--- src/rtl/lc3_fetch_queue.sv ---
`default_nettype none
// ============================================================================
// lc3_fetch_queue : LC3 fetch stage with PC, req/ack memory port and queue
// Revision 1.0 : initial release
// ============================================================================
module lc3_fetch_queue #(
    parameter logic [15:0] RESET_PC = 16'h3000,
    parameter int          DEPTH    = 2
) (
    input  logic        clock,
    input  logic        reset,
    input  logic        enable_fetch,
    input  logic        enable_updatePC,
    input  logic        br_taken,
    input  logic [15:0] taddr,
    output logic        imem_req,
    output logic [15:0] imem_addr,
    input  logic        imem_ack,
    input  logic [15:0] imem_data,
    input  logic        decode_ready,
    output logic        enable_decode,
    output logic [15:0] dout,
    output logic [15:0] npc_out,
    output logic [15:0] pc
);

    localparam int AW = $clog2(DEPTH);

    typedef logic [AW:0]   cnt_t;
    typedef logic [AW-1:0] ptr_t;

    localparam cnt_t C_DEPTH = cnt_t'(DEPTH);

    logic [15:0] r_pc;
    logic [15:0] r_addr;
    logic        r_req;
    logic        r_squash;
    ptr_t        r_head;
    ptr_t        r_tail;
    cnt_t        r_count;
    logic [15:0] r_data [DEPTH];
    logic [15:0] r_npc  [DEPTH];

    logic        w_redirect;
    logic        w_xfer;
    logic        w_hold;
    logic        w_push;
    logic        w_pop;
    logic [15:0] w_addr_inc;
    cnt_t        w_count_next;
    logic [15:0] w_pc_next;
    logic [15:0] w_addr_next;
    logic        w_req_next;
    logic        w_squash_next;

    assign w_redirect = enable_updatePC & br_taken;
    assign w_xfer     = r_req & imem_ack;
    assign w_hold     = r_req & ~imem_ack;
    // A squashed ack, or one coinciding with a redirect, belongs to the old path.
    assign w_push     = w_xfer & ~r_squash & ~w_redirect;
    assign w_pop      = enable_decode & decode_ready & ~w_redirect;
    assign w_addr_inc = r_addr + 16'd1;

    always_comb begin
        w_count_next  = r_count;
        w_pc_next     = r_pc;
        w_addr_next   = r_addr;
        w_req_next    = 1'b0;
        w_squash_next = 1'b0;

        if (w_redirect) begin
            w_count_next = '0;
            w_pc_next    = taddr;
        end else begin
            w_count_next = r_count + cnt_t'(w_push) - cnt_t'(w_pop);
            if (w_push) begin
                w_pc_next = w_addr_inc;
            end
        end

        // Only one read can be outstanding, so the credit check reduces to
        // room for one more entry once this edge's push/pop have settled.
        if (w_hold) begin
            w_req_next    = 1'b1;
            w_addr_next   = r_addr;
            w_squash_next = r_squash | w_redirect;
        end else begin
            w_req_next  = enable_fetch & (w_count_next < C_DEPTH);
            w_addr_next = w_pc_next;
        end
    end

    always_ff @(posedge clock or negedge reset) begin
        if (!reset) begin
            r_pc     <= RESET_PC;
            r_addr   <= RESET_PC;
            r_req    <= 1'b0;
            r_squash <= 1'b0;
            r_head   <= '0;
            r_tail   <= '0;
            r_count  <= '0;
        end else begin
            r_pc     <= w_pc_next;
            r_addr   <= w_addr_next;
            r_req    <= w_req_next;
            r_squash <= w_squash_next;
            r_count  <= w_count_next;
            if (w_redirect) begin
                r_head <= '0;
                r_tail <= '0;
            end else begin
                if (w_push) r_tail <= r_tail + ptr_t'(1);
                if (w_pop)  r_head <= r_head + ptr_t'(1);
            end
        end
    end

    always_ff @(posedge clock) begin
        if (w_push) begin
            r_data[r_tail] <= imem_data;
            r_npc[r_tail]  <= w_addr_inc;
        end
    end

    assign imem_req      = r_req;
    assign imem_addr     = r_addr;
    assign pc            = r_pc;
    assign enable_decode = (r_count != '0);
    assign dout          = enable_decode ? r_data[r_head] : 16'h0000;
    assign npc_out       = enable_decode ? r_npc[r_head]  : 16'h0000;

    a_addr_stable: assert property (@(posedge clock) disable iff (!reset)
        (imem_req && !imem_ack) |=> $stable(imem_addr));
    a_no_overflow: assert property (@(posedge clock) disable iff (!reset)
        !(w_push && (r_count == C_DEPTH)));
    a_no_underflow: assert property (@(posedge clock) disable iff (!reset)
        !(w_pop && (r_count == '0)));

endmodule
`default_nettype wire

--- config.mk ---
export PLATFORM = sky130hd
export DESIGN_NAME = lc3_fetch_queue
export DESIGN_NICKNAME = d
export VERILOG_FILES = /design/src/rtl/lc3_fetch_queue.sv
export SDC_FILE = /design/constraint.sdc
export NUM_CORES = 1
export LEC_CHECK = 0
export ABC_AREA = 0
export CORE_ASPECT_RATIO = 0.75
export CORE_MARGIN = 1.5
export CORE_UTILIZATION = 30
export CTS_CLUSTER_SIZE = 8
export DETAILED_ROUTE_END_ITERATION = 10
export PLACE_DENSITY = 0.55
export SYNTH_ARGS = -nofsm -noshare
export SYNTH_HDL_FRONTEND = slang
export SYNTH_SLANG_ARGS = --single-unit
--- constraint.sdc ---
create_clock -name clock -period 6.55 [get_ports clock]
set_clock_uncertainty 0.1 [all_clocks]
set_input_delay 1.6375 -clock clock [delete_from_list [all_inputs] [get_ports clock]]
set_output_delay 1.6375 -clock clock [all_outputs]
set_load 0.1 [all_outputs]
== Word level (Yosys, flattened, before mapping) ==
Memories as Yosys holds them, arrays and structs flattened.
Index checks and enable logic that the tools add are counted.

* Add/sub/neg operators: 5
* Order comparisons: 1
* Mux-type cells: 13
* Bitwise gates (word level): 12
* Reduce and logical (&&, ||, !) cells: 3

{| class="wikitable"
|+ Operators with widths
! cell !! count
|-
| 2-to-1 mux 16 bit || 4
|-
| adder 16 x 1 -> 16 bit (second input constant) || 1
|-
| bitwise AND 1 bit || 8
|-
| 2-to-1 mux 1 bit || 8
|-
| nonzero test 2 bit || 3
|-
| inverter 1 bit || 3
|-
| adder 1 bit (second input constant) || 2
|-
| adder 2 x 1 -> 2 bit || 1
|-
| less-than comparator 2 bit (second input constant) || 1
|-
| 2-to-1 mux 2 bit || 1
|-
| subtractor 2 x 1 -> 2 bit || 1
|-
| bitwise OR 1 bit || 1
|}

* Register bits: 38
* Bits in writable memories: 64
* Output and inout bits: 66
* Word-level logic and storage cells: 43
* Memories: 2

{| class="wikitable"
|+ Memory list
! memory !! words !! width !! read ports !! clocked after Yosys merged registers in !! wr ports !! RTL line !! source
|-
| r_data || 2 || 16 || 1 || 0 || 1 || 41 || <nowiki>logic [15:0] r_data [DEPTH];</nowiki>
|-
| r_npc || 2 || 16 || 1 || 0 || 1 || 42 || <nowiki>logic [15:0] r_npc [DEPTH];</nowiki>
|}

== Logic depth before layout (Yosys ltp) ==
Gate-level depths: netlist of the first run.

* Depth in word-level cells: 9
* Mapped depth: 12
* Depth with buffers taken out: 11

== Worst setup path before layout of the first run ==
OpenSTA, ideal clock, no wires.

* Path kind: input port to flip-flop
* Start point: input port enable_updatePC
* End point: memory r_data[0][0], enable pin
* Setup time: 421 ps
* Arrival: 3755 ps
* Required time: 6029 ps
* Path slack: 2274 ps
* Stages: 6
* Cells stage by stage: and2_1 > clkbuf_1 > nor2_4 > inv_1 > buf_2 > nor2_1

* Word-level cells in the longest chain between the ends: 5

{| class="wikitable"
|+ RTL lines
! item !! RTL line !! source
|-
| start: declaration || 13 || <nowiki>input logic enable_updatePC,</nowiki>
|-
| bitwise AND 1 bit || 56 || <nowiki>assign w_redirect = enable_updatePC & br_taken;</nowiki>
|-
| inverter 1 bit || 60 || <nowiki>assign w_push = w_xfer & ~r_squash & ~w_redirect;</nowiki>
|-
| bitwise AND 1 bit || 60 ||
|-
| 2-to-1 mux 1 bit || 119 || <nowiki>if (w_push) begin</nowiki>
|-
| 2-to-1 mux 1 bit (implied by the code) || 120 || <nowiki>r_data[r_tail] <= imem_data;</nowiki>
|-
| end: declaration || 41 ||
|}

Every way passes these cells.

== Worst setup path in the final report of the first run ==
* Start point: register r_head
* End point: output port npc_out[1]

* Word-level cells in the longest chain between the ends: 2

{| class="wikitable"
|+ RTL lines
! item !! RTL line !! source
|-
| start: declaration || 38 || <nowiki>ptr_t r_head;</nowiki>
|-
| start signal: assignment || 113 || <nowiki>if (w_pop) r_head <= r_head + ptr_t'(1);</nowiki>
|-
| memory (2 x 16 bit) || - ||
|-
| 2-to-1 mux 16 bit || 130 || <nowiki>assign npc_out = enable_decode ? r_npc[r_head] : 16'h0000;</nowiki>
|-
| end: declaration || 23 || <nowiki>output logic [15:0] npc_out,</nowiki>
|}

Every way passes these cells.

==> results of run 1 <==
==> stage by stage <==
stage | hold slack [ns] | cells
global route | 0.4613 | 676
detailed placement | 0.4182 | 660
CTS | 0.4343 | 676
floorplan | 0.3719 | 373
global placement | 0.4128 | 660
finish | 0.4229 | 676
==> per-layer routing <==
metal	up-vias	wire length, um	track usage
met4	0	85	0.03752
met2	108	4804	0.2122
met3	8	751	0.04392
li1	1546	-	-
met5	-	0	0
met1	1523	5618	0.2274
==> registers in the layout, indices dropped and copies added (netlist names) <==
name	cells
pc	16
r_data	32
imem_req	1
r_npc	32
r_squash	1
r_head	1
r_count	2
r_tail	1
imem_addr	16
==> cell usage in the layout, fill, tap and decap left out, drive strengths merged, types with 3 or more instances in the layout <==
cell type,netlist,routed
clkdlybuf4s50,0,103
edfxtp,64,64
nor2,56,56
dfrtp,34,34
mux2i,32,32
nand2,25,25
o21ai,19,19
nand3,13,13
inv,11,11
and3,11,11
xnor2,10,10
clkbuf,14,9
xor2,7,7
a21oi,6,6
a31oi,6,6
nor3,5,5
dfstp,4,4
or3,4,4
buf,6,4
clkinv,0,4
and2,3,3
nand4,3,3
ha,3,3
bufinv,0,3
nor4,3,3
==> worst min path at each step <==
| stage | slack (ns) | cells after the start | to | from |
|---|---|---|---|---|
| global route | 0.46 | 1 | imem_addr[14] | imem_addr[14] |
| CTS | 0.43 | 1 | imem_addr[14] | imem_addr[14] |
| global placement | 0.41 | 2 | r_squash | r_squash |
| detailed placement | 0.42 | 1 | imem_addr[14] | imem_addr[14] |
| finish | 0.42 | 1 | imem_addr[14] | imem_addr[14] |
| floorplan | 0.37 | 2 | r_squash | r_squash |
==> worst max-delay path, delay by kind of cell, from the launching register on <==
family	cells	cell delay, ns
DFF	1	1.01
muxes	1	0.19
buffers and inverters	1	1.17
and+or+nand+nor	1	0.18
==> final cells by class <==
type	instances	area [um^2]	area share
Sequential cell	102	2879	0.4730
Multi-Input combinational cell	240	1520	0.2497
Timing Repair Buffer	107	1059	0.1739
Tap cell	200	250.2	0.04111
Clock buffer	9	225.2	0.03700
Clock inverter	7	112.6	0.01850
Inverter	11	41.29	0.006783
==> cell families after synthesis <==
logic type | Yosys count
adders and majority gates | 3
DFF | 102
xor gates and xnor gates | 17
buffers and inverters | 31
AOI/OAI and AO/OA | 57
and+or+nand+nor | 130
muxes | 33
==> run metrics, run 1 <==
status completed; pin count of the biggest net entering global routing 39; simple-gate area share of the yosys netlist 0.1358; Critical Path Sink npc_out[1]; Worst R2R Start imem_req; RR Endpoint imem_req; share of the synthesized area in the top cell type 0.4258; largest family of logic cells by synthesized area simple AND/OR/NAND/NOR gates; FMAX 0.2151 GHz; remaining antenna violation count after routing 0; WP data required 4.81 ns; drt initial violations 215; GR Overflow Total 0; core box area 0.01460 mm^2; synth warn 0; CTS tree yes; worst slack, placed 1.991 ns; gpl congestion 0.8766; antenna violations before repair 0; area delta synth->final 34.88%; Core Rows 38; xor/xnor share of the synthesized area 0.03299; min Tclk post-route 4.648 ns; flop2flop setup slack 3.70 ns; hpwl dp 7853 um; vias in the first global route 3137; cts hold-fix bufs 0; post_cts resized 0; RSZ-0062 raised after global routing false; mux cell area share after synthesis 0.07347; Max Slew Vio Count 0; worst skew pair latency 0.34 ns; async set-or-reset flop fraction in the synthesized netlist 0.3725; post-synthesis sequential area ratio 0.6376; Synth Area in Compound Gates 0.08373; EDFF count, synth 64; Worst path max stage delay 1.17 ns; area leader, netlist edfxtp_1; Synth Register Bits 102; DIE HEIGHT 109.2 um; Final Hold Fails 0; synthesized instance count 373; postcts setup bufs 0; Final #Nets 513; top post-synthesis cells by area edfxtp_1 43%, dfrtp_1 19%, mux2i_1 7.1%, nor2_1 4.6%, dfstp_2 2.3%; syn_area_per_cell 12.10 um^2; Setup Viol. Count Final 0; CP Launch Type flop; CP arrival 2.91 ns; crit path capture type output pin; main flop type after synthesis edfxtp_1; CP max FO 33; Worst Reg-to-Reg Cells 11; Tot GR Track Use 0.1514; Avg Vias per Cell 4.712; final critical-path share of the clock period 0.7096; syn_nets 415; WL final 11260 um; clock sinks 102; Root Buffer Master clkbuf_16; # diodes 0; Commonest cells post-synth 64 x edfxtp_1, 55 x nor2_1, 34 x dfrtp_1; fill count 1412; slowest cell on the critical path clkdlybuf4s50_1; critical path class reg2out; Slew @ Worst Pin 1.045 ns; die width 144.6 um; Vias 3185; setup TNS 0 ns; Starting Density 0.3092; CTS buffer count 9; final worst-path setup slack 1.902 ns; Max Cap Violations 0; total I/O pin count 105; Worst Setup SP r_head; adder-cell share of the synthesized area 0.008317; H-tree levels 3; design area 0.006087 mm^2; Finished Core Util 0.4170; crit-path cells mux2i_1 > nor2_1 > clkdlybuf4s50_1; die outline area 0.01580 mm^2; Cell variety after synth 48; relative slew slack 0.3020; DR DRC count 0; count leader, synth edfxtp_1; placed cell areas 0.005749 mm^2; first-pass GRT wire length 17700 um; # port buffers 104; CTS max path bufs 2; CTS clk-pin slew, worst paths 0.07 ns; drt wl/cell 16.66 um; HP Class reg2reg; Cell Area, Synth 0.004513 mm^2; share of layout cells above drive strength 1 0.07143; drt pass-1 iters 4
Power of run 1 is not shown: default switching activity piles up to over one toggle a cycle in this logic, so the estimate is an artifact.
==> run 2: changes to the inputs <==
==> constraint.sdc (replaced) <==
create_clock -name clock -period 4.7 [get_ports clock]
set_clock_uncertainty 0.1 [all_clocks]
set_input_delay 1.175 -clock clock [delete_from_list [all_inputs] [get_ports clock]]
set_output_delay 1.175 -clock clock [all_outputs]
set_load 0.1 [all_outputs]
==> run metrics, run 2 (same netlist as run 1, synthesis figures left out) <==
Core Rows 38 (unchanged); gpl congestion 0.8654 (-1.3%); Starting Density 0.3092 (unchanged); Multi-input gate area 0.001520 mm^2 (unchanged); H-tree levels 3 (unchanged); WP depth 3 (unchanged); # diodes 0 (unchanged); crit-path cells mux2i_1 > nor2_1 > clkdlybuf4s50_1; CTS tree yes; share of layout cells above drive strength 1 0.1289 (+0.05747); biggest regs r_data x32, r_npc x32; hpwl dp 8119 um (+3.4%); CP max FO 18 (-45%); drt pass-1 iters 4 (unchanged); Max Cap Violations 0 (unchanged); most common cell after layout, fill and taps aside clkdlybuf4s50_1; fill count 1385 (-1.9%); Root Buffer Master clkbuf_16; drt wl/cell 16.91 um (+1.5%); routed wire length on met3 707 um (-5.9%); cts hold-fix bufs 0 (unchanged); Vias 3221 (+1.1%); wl on met1 5640 um (+0.39%); antenna violations before repair 0 (unchanged); status completed; clock sinks 102 (unchanged); Finished Core Util 0.4146 (-0.002400); Worst Reg-to-Reg Cells 12 (+1); final critical-path share of the clock period 0.8014; min Tclk post-route 3.767 ns; remaining antenna violation count after routing 0 (unchanged); slowest cell on the critical path clkdlybuf4s50_1; Met2 Wirelength 5084 um (+5.8%); Slew @ Worst Pin 1.119 ns (+0.07436 ns); hold depth 1 (unchanged); # port buffers 104 (unchanged); most frequent cells in the layout 80 x clkdlybuf4s50_1, 64 x edfxtp_1, 53 x nor2_1, 33 x dfrtp_1, 32 x mux2i_1; post_cts resized 0 (unchanged); core box area 0.01460 mm^2 (unchanged); DIE HEIGHT 109.2 um (unchanged); postcts setup bufs 0 (unchanged); DR DRC count 0 (unchanged); CP Launch Type flop; CP arrival 2.49 ns (-0.42 ns); Final #Nets 518 (+0.97%); Hold WS 0.4260 ns (+0.003046 ns); Setup Viol. Count Final 0 (unchanged); first-pass GRT wire length 17600 um (-0.55%); WP data required 3.42 ns (-1.39 ns); vias in the first global route 3172 (+1.1%); area delta synth->final 34.10%; setup TNS 0 ns (unchanged); Storage cell area 0.002879 mm^2 (unchanged); Buf+Inv Stages, Crit Path 1 (unchanged); Crit path max-delay family buffers and inverters; post-route insts no fill 681 (+0.74%); RSZ-0062 raised after global routing false; highest routed layer met4; Tot GR Track Use 0.1509 (-0.0005267); GR Overflow Total 0 (unchanged); CTS buffer count 9 (unchanged); drt initial violations 208 (-3.3%); worst skew pair latency 0.34 ns (about the same); critical path class reg2out; flop2flop setup slack 2.06 ns (-1.64 ns); CTS clk-pin slew, worst paths 0.07 ns (about the same); Final Hold Fails 0 (unchanged); crit path capture type output pin; die width 144.6 um (unchanged); Avg Vias per Cell 4.730 (+0.39%); CTS max path bufs 2 (unchanged); FMAX 0.2655 GHz; Max Slew Vio Count 0 (unchanged); WL final 11520 um (+2.3%); Placed Cells 665 (+0.76%); HP Class reg2reg; Worst path max stage delay 1.14 ns (-0.03 ns); pin count of the biggest net entering global routing 39 (unchanged); die outline area 0.01580 mm^2 (unchanged); relative slew slack 0.2523 (-0.04967); total I/O pin count 105 (unchanged)
-- run 2: layout make-up --
cell class,instances,area share
timing repair buffer,112,0.1716
clock buffer,10,0.03783
clock inverter,6,0.01551
multi-input combinational,240,0.2512
tap,200,0.04135
sequential,102,0.4757
inverter,11,0.006822
-- run 2: final timing paths --
| kind | startpoint | endpoint |
|---|---|---|
| min in group asynchronous | reset | pc[9] |
| min | imem_addr[14] | imem_addr[14] |
| max | r_head | npc_out[10] |
| min reg2reg | imem_addr[14] | imem_addr[14] |
| max reg2reg | r_count[1] | imem_req |
| max in group asynchronous | reset | r_head |
-- run 2: routing by layer --
metal	track usage	vias to the layer above
met3	0.03909	4
li1	-	1559
met2	0.2208	93
met1	0.2201	1565
met4	0.04185	0
met5	0	-
-- run 2: per-stage QoR --
stage               worst slack, ns  instance area (um^2)
floorplan                    0.8863                  4513
global placement              1.063                  5729
detailed placement           0.9993                  5729
CTS                          0.8923                  6052
global route                 0.8186                  6052
finish                       0.9334                  6052
Power of run 2 is left out for the same reason.
